--- config.mk ---
export PLATFORM = sky130hd
export DESIGN_NAME = ace_snoop_responder
export DESIGN_NICKNAME = d
export VERILOG_FILES = /design/src/rtl/ace_snoop_pkg.sv /design/src/rtl/snoop_resp_decode.sv /design/src/rtl/ace_snoop_responder.sv
export SDC_FILE = /design/constraint.sdc
export NUM_CORES = 1
export LEC_CHECK = 0
export ABC_AREA = 1
export ABC_CLOCK_PERIOD_IN_PS = 2600
export BUFFER_PORTS_ARGS = -buffer_cell sky130_fd_sc_hd__buf_2
export CORE_AREA = 2 2 284 286
export CTS_CLUSTER_DIAMETER = 80
export DETAILED_ROUTE_END_ITERATION = 8
export DIE_AREA = 0 0 286 288
export SYNTH_ARGS = -nofsm -noshare
export SYNTH_HDL_FRONTEND = slang
export SYNTH_HIERARCHICAL = 1
export SYNTH_SLANG_ARGS = --single-unit
--- constraint.sdc ---
create_clock -name ACLK -period 2.6 [get_ports ACLK]
set_input_delay 0.13 -clock ACLK [delete_from_list [all_inputs] [get_ports ACLK]]
set_output_delay 0.13 -clock ACLK [all_outputs]
set_load 0.05 [all_outputs]
--- src/rtl/ace_snoop_pkg.sv ---
// Shared definitions for the ACE snoop responder: ACSNOOP opcodes, CRRESP bit
// positions, cache state-update codes and the responder FSM states.
package ace_snoop_pkg;

  localparam logic [3:0] SNP_READ_ONCE     = 4'b0000;
  localparam logic [3:0] SNP_READ_SHARED   = 4'b0001;
  localparam logic [3:0] SNP_READ_CLEAN    = 4'b0010;
  localparam logic [3:0] SNP_READ_NSD      = 4'b0011;
  localparam logic [3:0] SNP_READ_UNIQUE   = 4'b0111;
  localparam logic [3:0] SNP_CLEAN_SHARED  = 4'b1000;
  localparam logic [3:0] SNP_CLEAN_INVALID = 4'b1001;
  localparam logic [3:0] SNP_MAKE_INVALID  = 4'b1101;

  localparam int unsigned CR_DT = 0;
  localparam int unsigned CR_ERR = 1;
  localparam int unsigned CR_PD = 2;
  localparam int unsigned CR_IS = 3;
  localparam int unsigned CR_WU = 4;

  localparam logic [1:0] UPD_NONE  = 2'b00;
  localparam logic [1:0] UPD_CLEAN = 2'b01;
  localparam logic [1:0] UPD_INVAL = 2'b10;

  typedef enum logic [2:0] {
    ST_IDLE,
    ST_LOOKUP,
    ST_RESP,
    ST_HOLD,
    ST_WAIT,
    ST_SEND,
    ST_DONE
  } snoop_state_t;

endpackage

--- src/rtl/snoop_resp_decode.sv ---
// Combinational snoop response decode: opcode plus lookup result to CRRESP and
// the local cache state update to apply once the snoop completes.
module snoop_resp_decode
  import ace_snoop_pkg::*;
(
  input  logic [3:0] acsnoop,
  input  logic       hit,
  input  logic       dirty,
  input  logic       shared,
  output logic [4:0] crresp,
  output logic [1:0] state_upd
);

  always_comb begin
    crresp    = '0;
    state_upd = UPD_NONE;
    case (acsnoop)
      SNP_READ_ONCE, SNP_READ_CLEAN: if (hit) begin
        crresp[CR_DT] = 1'b1;
        crresp[CR_IS] = 1'b1;
        crresp[CR_WU] = !shared;
      end
      SNP_READ_SHARED, SNP_READ_NSD: if (hit) begin
        crresp[CR_DT] = 1'b1;
        crresp[CR_IS] = 1'b1;
        crresp[CR_PD] = dirty;
        crresp[CR_WU] = !shared;
        state_upd     = dirty ? UPD_CLEAN : UPD_NONE;
      end
      SNP_READ_UNIQUE: if (hit) begin
        crresp[CR_DT] = 1'b1;
        crresp[CR_PD] = dirty;
        crresp[CR_WU] = !shared;
        state_upd     = UPD_INVAL;
      end
      SNP_CLEAN_SHARED: if (hit) begin
        crresp[CR_DT] = dirty;
        crresp[CR_PD] = dirty;
        crresp[CR_IS] = 1'b1;
        state_upd     = dirty ? UPD_CLEAN : UPD_NONE;
      end
      SNP_CLEAN_INVALID: if (hit) begin
        crresp[CR_DT] = dirty;
        crresp[CR_PD] = dirty;
        state_upd     = UPD_INVAL;
      end
      SNP_MAKE_INVALID: if (hit) state_upd = UPD_INVAL;
      default: crresp[CR_ERR] = 1'b1;
    endcase
  end

endmodule

--- src/rtl/ace_snoop_responder.sv ---
// Master-side ACE snoop responder: accepts a snoop, looks up the local cache,
// answers on CRRESP and streams the buffered line once the aggregator grants it.
module ace_snoop_responder
  import ace_snoop_pkg::*;
#(
  parameter int unsigned DATA_SIZE  = 128,
  parameter int unsigned ADDR_WIDTH = 32
) (
  input  logic                   ACLK,
  input  logic                   ARESET,
  input  logic                   acvalid,
  output logic                   acready,
  input  logic [ADDR_WIDTH-1:0]  acaddr,
  input  logic [3:0]             acsnoop,
  output logic                   tag_req,
  output logic [ADDR_WIDTH-1:0]  tag_addr,
  input  logic                   tag_hit,
  input  logic                   tag_dirty,
  input  logic                   tag_shared,
  input  logic [DATA_SIZE*4-1:0] line_data,
  output logic [1:0]             state_upd,
  output logic [4:0]             crresp,
  output logic                   crresp_vld,
  output logic                   done_data,
  input  logic                   start,
  input  logic                   stop,
  output logic [DATA_SIZE-1:0]   cache_line_out
);

  snoop_state_t           state_q, state_d;
  logic [ADDR_WIDTH-1:0]  addr_q;
  logic [3:0]             snoop_q;
  logic [DATA_SIZE*4-1:0] line_q;
  logic [1:0]             beat_q;
  logic [1:0]             upd_q;
  logic [4:0]             crresp_q;
  logic [DATA_SIZE-1:0]   beat_out_q;
  logic [4:0]             dec_crresp;
  logic [1:0]             dec_upd;

  snoop_resp_decode u_decode (
    .acsnoop   (snoop_q),
    .hit       (tag_hit),
    .dirty     (tag_dirty),
    .shared    (tag_shared),
    .crresp    (dec_crresp),
    .state_upd (dec_upd)
  );

  always_comb begin
    state_d = state_q;
    case (state_q)
      ST_IDLE:   if (acvalid) state_d = ST_LOOKUP;
      ST_LOOKUP: state_d = ST_RESP;
      ST_RESP:   state_d = dec_crresp[CR_DT] ? ST_HOLD : ST_DONE;
      ST_HOLD: begin
        if (start)     state_d = ST_WAIT;
        else if (stop) state_d = ST_DONE;
      end
      ST_WAIT:   state_d = ST_SEND;
      ST_SEND:   if (beat_q == 2'd3) state_d = ST_DONE;
      ST_DONE:   state_d = ST_IDLE;
      default:   state_d = ST_IDLE;
    endcase
  end

  // The line is shifted out LSB-first so the next beat is always the low slice.
  always_ff @(posedge ACLK) begin
    if (ARESET) begin
      state_q    <= ST_IDLE;
      addr_q     <= '0;
      snoop_q    <= '0;
      line_q     <= '0;
      beat_q     <= '0;
      upd_q      <= UPD_NONE;
      crresp_q   <= '0;
      beat_out_q <= '0;
    end else begin
      state_q <= state_d;
      case (state_q)
        ST_IDLE: if (acvalid) begin
          addr_q  <= acaddr;
          snoop_q <= acsnoop;
        end
        ST_RESP: begin
          crresp_q <= dec_crresp;
          upd_q    <= dec_upd;
          if (dec_crresp[CR_DT]) line_q <= line_data;
        end
        ST_HOLD: if (!start && stop) line_q <= '0;
        ST_WAIT: begin
          beat_out_q <= line_q[DATA_SIZE-1:0];
          line_q     <= {{DATA_SIZE{1'b0}}, line_q[DATA_SIZE*4-1:DATA_SIZE]};
          beat_q     <= '0;
        end
        ST_SEND: begin
          if (beat_q == 2'd3) begin
            beat_out_q <= '0;
          end else begin
            beat_out_q <= line_q[DATA_SIZE-1:0];
            line_q     <= {{DATA_SIZE{1'b0}}, line_q[DATA_SIZE*4-1:DATA_SIZE]};
            beat_q     <= beat_q + 2'd1;
          end
        end
        ST_DONE: begin
          crresp_q <= '0;
          upd_q    <= UPD_NONE;
          line_q   <= '0;
          beat_q   <= '0;
        end
        default: ;
      endcase
    end
  end

  assign acready        = (state_q == ST_IDLE);
  assign tag_req        = (state_q == ST_LOOKUP);
  assign tag_addr       = addr_q;
  assign crresp         = crresp_q;
  assign crresp_vld     = state_q inside {ST_HOLD, ST_WAIT, ST_SEND, ST_DONE};
  assign done_data      = state_q inside {ST_HOLD, ST_WAIT, ST_SEND};
  assign state_upd      = (state_q == ST_DONE) ? upd_q : UPD_NONE;
  assign cache_line_out = beat_out_q;

endmodule

=== Word level (Yosys, flattened, before mapping) ===
Cells that the tools add are included.

* Flip-flop bits (word level): 688
* Bits of input ports: 556
* Output and inout bits: 171
* Word-level logic and storage cells: 85

* Add/sub/neg operators: 1
* Equality and inequality tests: 20
* Multiplexer cells: 32
* Reduce and logical (&&, ||, !) cells: 24

{| class="wikitable"
|+ Operator list
! kind !! number
|-
| one-hot mux 512 bit (5 select lines) || 1
|-
| two-way mux 512 bit || 3
|-
| one-hot mux 128 bit (2 select lines) || 1
|-
| two-way mux 128 bit || 1
|-
| two-way mux 3 bit || 6
|-
| one-hot mux 3 bit (6 select lines) || 1
|-
| == test 4 bit (second input constant) || 3
|-
| two-way mux 2 bit || 6
|-
| one-hot mux 2 bit (2 select lines) || 3
|-
| inequality test 2 bit (second input constant) || 5
|-
| one-hot mux 5 bit (2 select lines) || 1
|-
| OR reduction 2 bit || 5
|-
| == test 3 bit (second input constant) || 3
|-
| one-hot mux 1 bit (3 select lines) || 3
|-
| == test 4 x 2 -> 1 bit (second input constant) || 2
|-
| OR reduction 8 bit || 1
|-
| == test 3 x 2 -> 1 bit (second input constant) || 2
|-
| nonzero test 2 bit || 3
|-
| OR reduction 3 bit || 2
|-
| two-way mux 1 bit || 5
|-
| nonzero test 5 bit || 1
|-
| OR reduction 5 bit || 1
|-
| == test 4 x 1 -> 1 bit (second input constant) || 1
|-
| == test 4 x 3 -> 1 bit (second input constant) || 1
|-
| 14 further kinds || 16
|}

=== Logic depth before layout (Yosys ltp) ===
* Depth after elaboration: 5
* Gate-level depth with buffers: 14
* Gate-level depth less buffers: 12

=== Modules after synthesis ===
The synthesis kept the hierarchy.

{| class="wikitable"
|+ Modules (own cells, without submodules)
! module !! instances !! cells an instance !! area each (µm²) !! seq. area each (µm²)
|-
| ace_snoop_responder || 1 || 5085 || 31448.9 || 13773.2
|-
| snoop_resp_decode || 1 || 28 || 128.9 || 0.0
|}

=== Least setup slack after synthesis ===
Ideal clock, no wire load.

* Path kind: reg-to-reg
* From: register state_q[1]
* To: register addr_q[24], in the netlist tag_addr[24]
* Setup time: 70 ps
* Data arrival time: 1821 ps
* Data required time: 2530 ps
* Path slack: 709 ps
* Stages on the path, launching flop included: 7
* Buffers on the path: 3
* Period minus slack after synthesis: 1891 ps
* Cells stage by stage: dfxtp_1 > buf_2 > nor3_1 > buf_2 > buf_1 > nand3_1 > a21oi_1

* Longest elaborated chain between the ends: 2

{| class="wikitable"
|+ Ends and longest elaborated chain
! item !! line !! RTL
|-
| start: declaration || ace_snoop_responder.sv:30 || <nowiki>snoop_state_t state_q, state_d;</nowiki>
|-
| start signal: assignment || ace_snoop_responder.sv:79 || <nowiki>state_q <= state_d;</nowiki>
|-
| zero test 3 bit || - ||
|-
| net acready || ace_snoop_responder.sv:12 || <nowiki>output logic acready,</nowiki>
|-
| AND reduction 2 bit (no line) || - ||
|-
| end signal: assignment || ace_snoop_responder.sv:82 || <nowiki>addr_q <= acaddr;</nowiki>
|-
| end: declaration || ace_snoop_responder.sv:31 || <nowiki>logic [ADDR_WIDTH-1:0] addr_q;</nowiki>
|}

The timed path passes the listed nets, and every way through them passes these cells.
A chain may end at the register's enable or synchronous reset.

=== Worst setup path after layout ===
* From: register state_q[1]
* To: register line_q[126]

* Longest elaborated chain between the ends: 3
* Elaborated cells on any way between the ends: 11
* Those cells by class: eq/ne: 8; mux: 1; reduce/logical: 2

{| class="wikitable"
|+ Ends and longest elaborated chain
! item !! line !! RTL
|-
| == test 3 x 2 -> 1 bit / == test 3 bit (equally long branches) || ace_snoop_responder.sv:80 || <nowiki>case (state_q)</nowiki>
|-
| nonzero test 5 bit (no line) / inequality test 2 bit (equally long branches) || - ||
|-
| AND reduction 4 bit (no line) || - ||
|-
| end signal: assignment || ace_snoop_responder.sv:88 || <nowiki>if (dec_crresp[CR_DT]) line_q <= line_data;</nowiki>
|-
| end signal: assignment || ace_snoop_responder.sv:93 || <nowiki>line_q <= {{DATA_SIZE{1'b0}}, line_q[DATA_SIZE*4-1:DATA_SIZE]};</nowiki>
|-
| end signal: assignment || ace_snoop_responder.sv:101 || <nowiki>line_q <= {{DATA_SIZE{1'b0}}, line_q[DATA_SIZE*4-1:DATA_SIZE]};</nowiki>
|-
| end: declaration || ace_snoop_responder.sv:33 || <nowiki>logic [DATA_SIZE*4-1:0] line_q;</nowiki>
|}

Parallel ways exist; a longest one is shown, timed or not.

==> results.tsv <==
metric	value	unit
outcome	completed	
fmax	414	MHz
synthCells	5113	
synth_area_leaders	dfxtp_1 (44%), nand2_1 (22%), nor2_1 (12%), o21ai_0 (6.1%), inv_1 (4.8%)	
fp.dieArea	0.0824	mm²
grt_use_met2	0.410	
grt_first_pass_wirelength	171000	µm
critPathCaptureType	register	
antenna_left	0	
clock_sinks	688	
synth_warnings	6	
seq_power_share	0.358	
wl_per_cell	15.2	µm
worst-endpoint-arrival	2900	ps
synth_area	0.0316	mm²
core	0.0796	mm²
htreeDepth	3	
cp.required	3080	ps
num_rows	104	
place_congestion	0.871	
antenna_found_initial	15	
pre_cts_ws	419	ps
grt_usage	0.258	
post-route-period-util	0.929	
criticalPathCategory	reg2reg	
synth_nets	5670	
p_per_area	937	mW/mm²
min-delay-start	acvalid	
io_pins	727	
dr.pass1.iters	9	
max-cap-violations	0	
cts_tree	yes	
slew_violations	0	
rsz0062_at_grt	no	
use_met1	0.334	
viasPerCell	4.67	
hold_viol_final	0	
r2r_setup_slack	180	ps
grt_most_used_layer	met2	
worst_r2r_startpoint	state_q[1]$_SDFFE_PP0P_	
synth_largest_area_cell	dfxtp_1	
syn2layout_area_growth	41.7	%
clk_latency	610	ps
gr-usage-met3	0.0357	
drive_above_1_share	0.154	
slew_headroom	0.453	
wl	112000	µm
max_slew.worst_pin.slew	821	ps
cp-start-kind	register	
postPlaceCellArea	0.0362	mm²
p_leak	23.2	nW
intPower	25.9	mW
clkPwrFrac	0.267	
hold_depth	3	
grt_max_degree	138	
finalInstanceArea	0.0447	mm²
r2r-end	line_q[126]$_SDFFE_PP0P_	
synth_top_area_frac	0.436	
num_vias	34400	
avgSynthCellArea	6.18	µm²
clock_skew	30.3	ps
die_y	288	µm
p_total	41.9	mW
cts.clk_slew.worst_paths	60	ps
p_switching	16.0	mW
period_needed	2420	ps
drc	0	
hold_class	in2reg	
grt_pass1_vias	32100	
overflow	0	
fin_ws	183	ps
cts_root_buf	clkbuf_16	
reg2reg_depth	11	
clock_path_buffers	3	
fin_nets	6787	
die_w	286	µm
ys_seq_area_frac	0.436	
cp_max_fo	15	
numCtsBuffers	79	
p_sw_frac	0.382	
min_to	tag_addr[9]$_SDFFE_PP0P_	
post-dp-hpwl	69900	µm
ys_seq_elements	688	
irDropWorstVdd	0.000728	V
drt_iter0_markers	2478	
setup_tns	0	ps
portBuffers	726	
start_util	0.397	
combPwrFrac	0.376	
finalSetupViolations	0	
synth_cell_types	23	
[synth_stat cells]
cell and instances:
o211ai_2 1, o21ai_0 386, buf_4 18, ha_1 1, nor3_1 1, clkbuf_1 194
nand4_1 1, dfxtp_1 688, clkinv_1 1, inv_1 403, inv_2 5, nand2_1 1861
nor2_2 2, nor2_1 1051, nor2_4 1, buf_2 121, a21boi_1 1, nand2_2 4
buf_1 22, xor2_1 1, a21oi_1 176, nand3_1 173, o211ai_1 1
[cell families (layout without fill, tap and decap cells)]
| group | count (synthesis) | after routing | share of synthesized area |
|---|---|---|---|
| simple gates | 3094 | 3094 | 0.375 |
| fa+ha+maj | 1 | 1 | 0.000396 |
| xor+xnor | 1 | 1 | 0.000277 |
| buf+inv | 764 | 1938 | 0.0977 |
| other cells | 0 | 15 | 0 |
| flops | 688 | 688 | 0.436 |
| compound gates | 565 | 565 | 0.0899 |
[layer usage]
layer / part of all wire / wire, µm / vias up
li1: - / - / 17700
met1: 0.44 / 49000 / 15200
met2: 0.45 / 50500 / 1170
met3: 0.051 / 5680 / 377
met4: 0.059 / 6590 / 2
met5: 0.00012 / 13 / -
[state kept, by name, indices dropped and copies added, names as in the netlist]
name,flops
beat_q,2
upd_q,2
tag_addr,32
snoop_q,4
line_q,512
state_q,3
cache_line_out,128
crresp,5
[worst max path at each step]
stage | slack, ps | cells past startpoint | to | from
final | 180 | 11 | line_q[126]$_SDFFE_PP0P_ | state_q[1]$_SDFFE_PP0P_
after global routing | 8 | 11 | line_q[365]$_SDFFE_PP0P_ | state_q[1]$_SDFFE_PP0P_
after CTS | 30 | 13 | line_q[509]$_SDFFE_PP0P_ | snoop_q[0]$_SDFFE_PP0P_
after detailed placement | 420 | 9 | line_q[376]$_SDFFE_PP0P_ | state_q[2]$_SDFFE_PP0P_
after global placement | 450 | 9 | line_q[51]$_SDFFE_PP0P_ | state_q[2]$_SDFFE_PP0P_
after floorplan | 710 | 6 | tag_addr[24]$_SDFFE_PP0P_ | state_q[1]$_SDFFE_PP0P_
[worst max-delay path, stage by stage, from the launching register on]
cell and delay, ps:
dfxtp_4 380, inv_2 100, nand3_1 90, nor2_1 340, nor2_1 140, nand3_4 110
buf_12 180, buf_4 190, nand2_1 70, nand2_1 60, nor2_1 40, dlygate4sd3_1 550
[area by class of cell]
class	count	area, µm²
fill	7634	34900
multi-input combinational	3661	14800
sequential	688	13800
timing repair buffer	1391	10700
clock buffer	120	2370
inverter	409	1550
tap	1060	1330
clock inverter	18	231
antenna	15	37.5
[what timing repair did]
item	CTS	global route
hold buffers	572	0
setup buffers	1	8
setup endpoints to repair	1	15
endpoints found under the hold margin	554	0
pin swaps	1	1
cloned	2	1
gates resized for setup	3	15
[stage by stage]
step | std cells | utilization | hold slack [ps]
after floorplan | 5113 | - | 295
final | 7362 | 0.562 | 131
after detailed placement | 6625 | 0.454 | 407
after global placement | 6625 | 0.454 | 403
after CTS | 7338 | 0.560 | 73.2
after global routing | 7360 | 0.562 | 130
[power by group through the flow]
stage | Combinational [mW] | Sequential [mW] | Clock (mW)
after floorplan | 9.84 | 16.1 | 0
final | 15.8 | 15.0 | 11.2
after global placement | 14.5 | 15.1 | 0
after detailed placement | 14.6 | 15.2 | 0
after CTS | 15.5 | 15.0 | 11.4
after global routing | 17.9 | 15.3 | 11.8
[cells in the final DEF, fill, tap and decap left out, drive strengths merged]
cell / Yosys / final
a21boi: 1 / 1
a21oi: 176 / 176
buf: 161 / 817
bufbuf: 0 / 1
bufinv: 0 / 4
clkbuf: 194 / 121
clkinv: 1 / 12
dfxtp: 688 / 688
diode: 0 / 15
dlygate4sd3: 0 / 572
ha: 1 / 1
inv: 408 / 411
nand2: 1865 / 1865
nand3: 173 / 173
nand4: 1 / 1
nor2: 1054 / 1054
nor3: 1 / 1
o211ai: 2 / 2
o21ai: 386 / 386
xor2: 1 / 1
No activity file was read; power rests on OpenSTA's default activity.
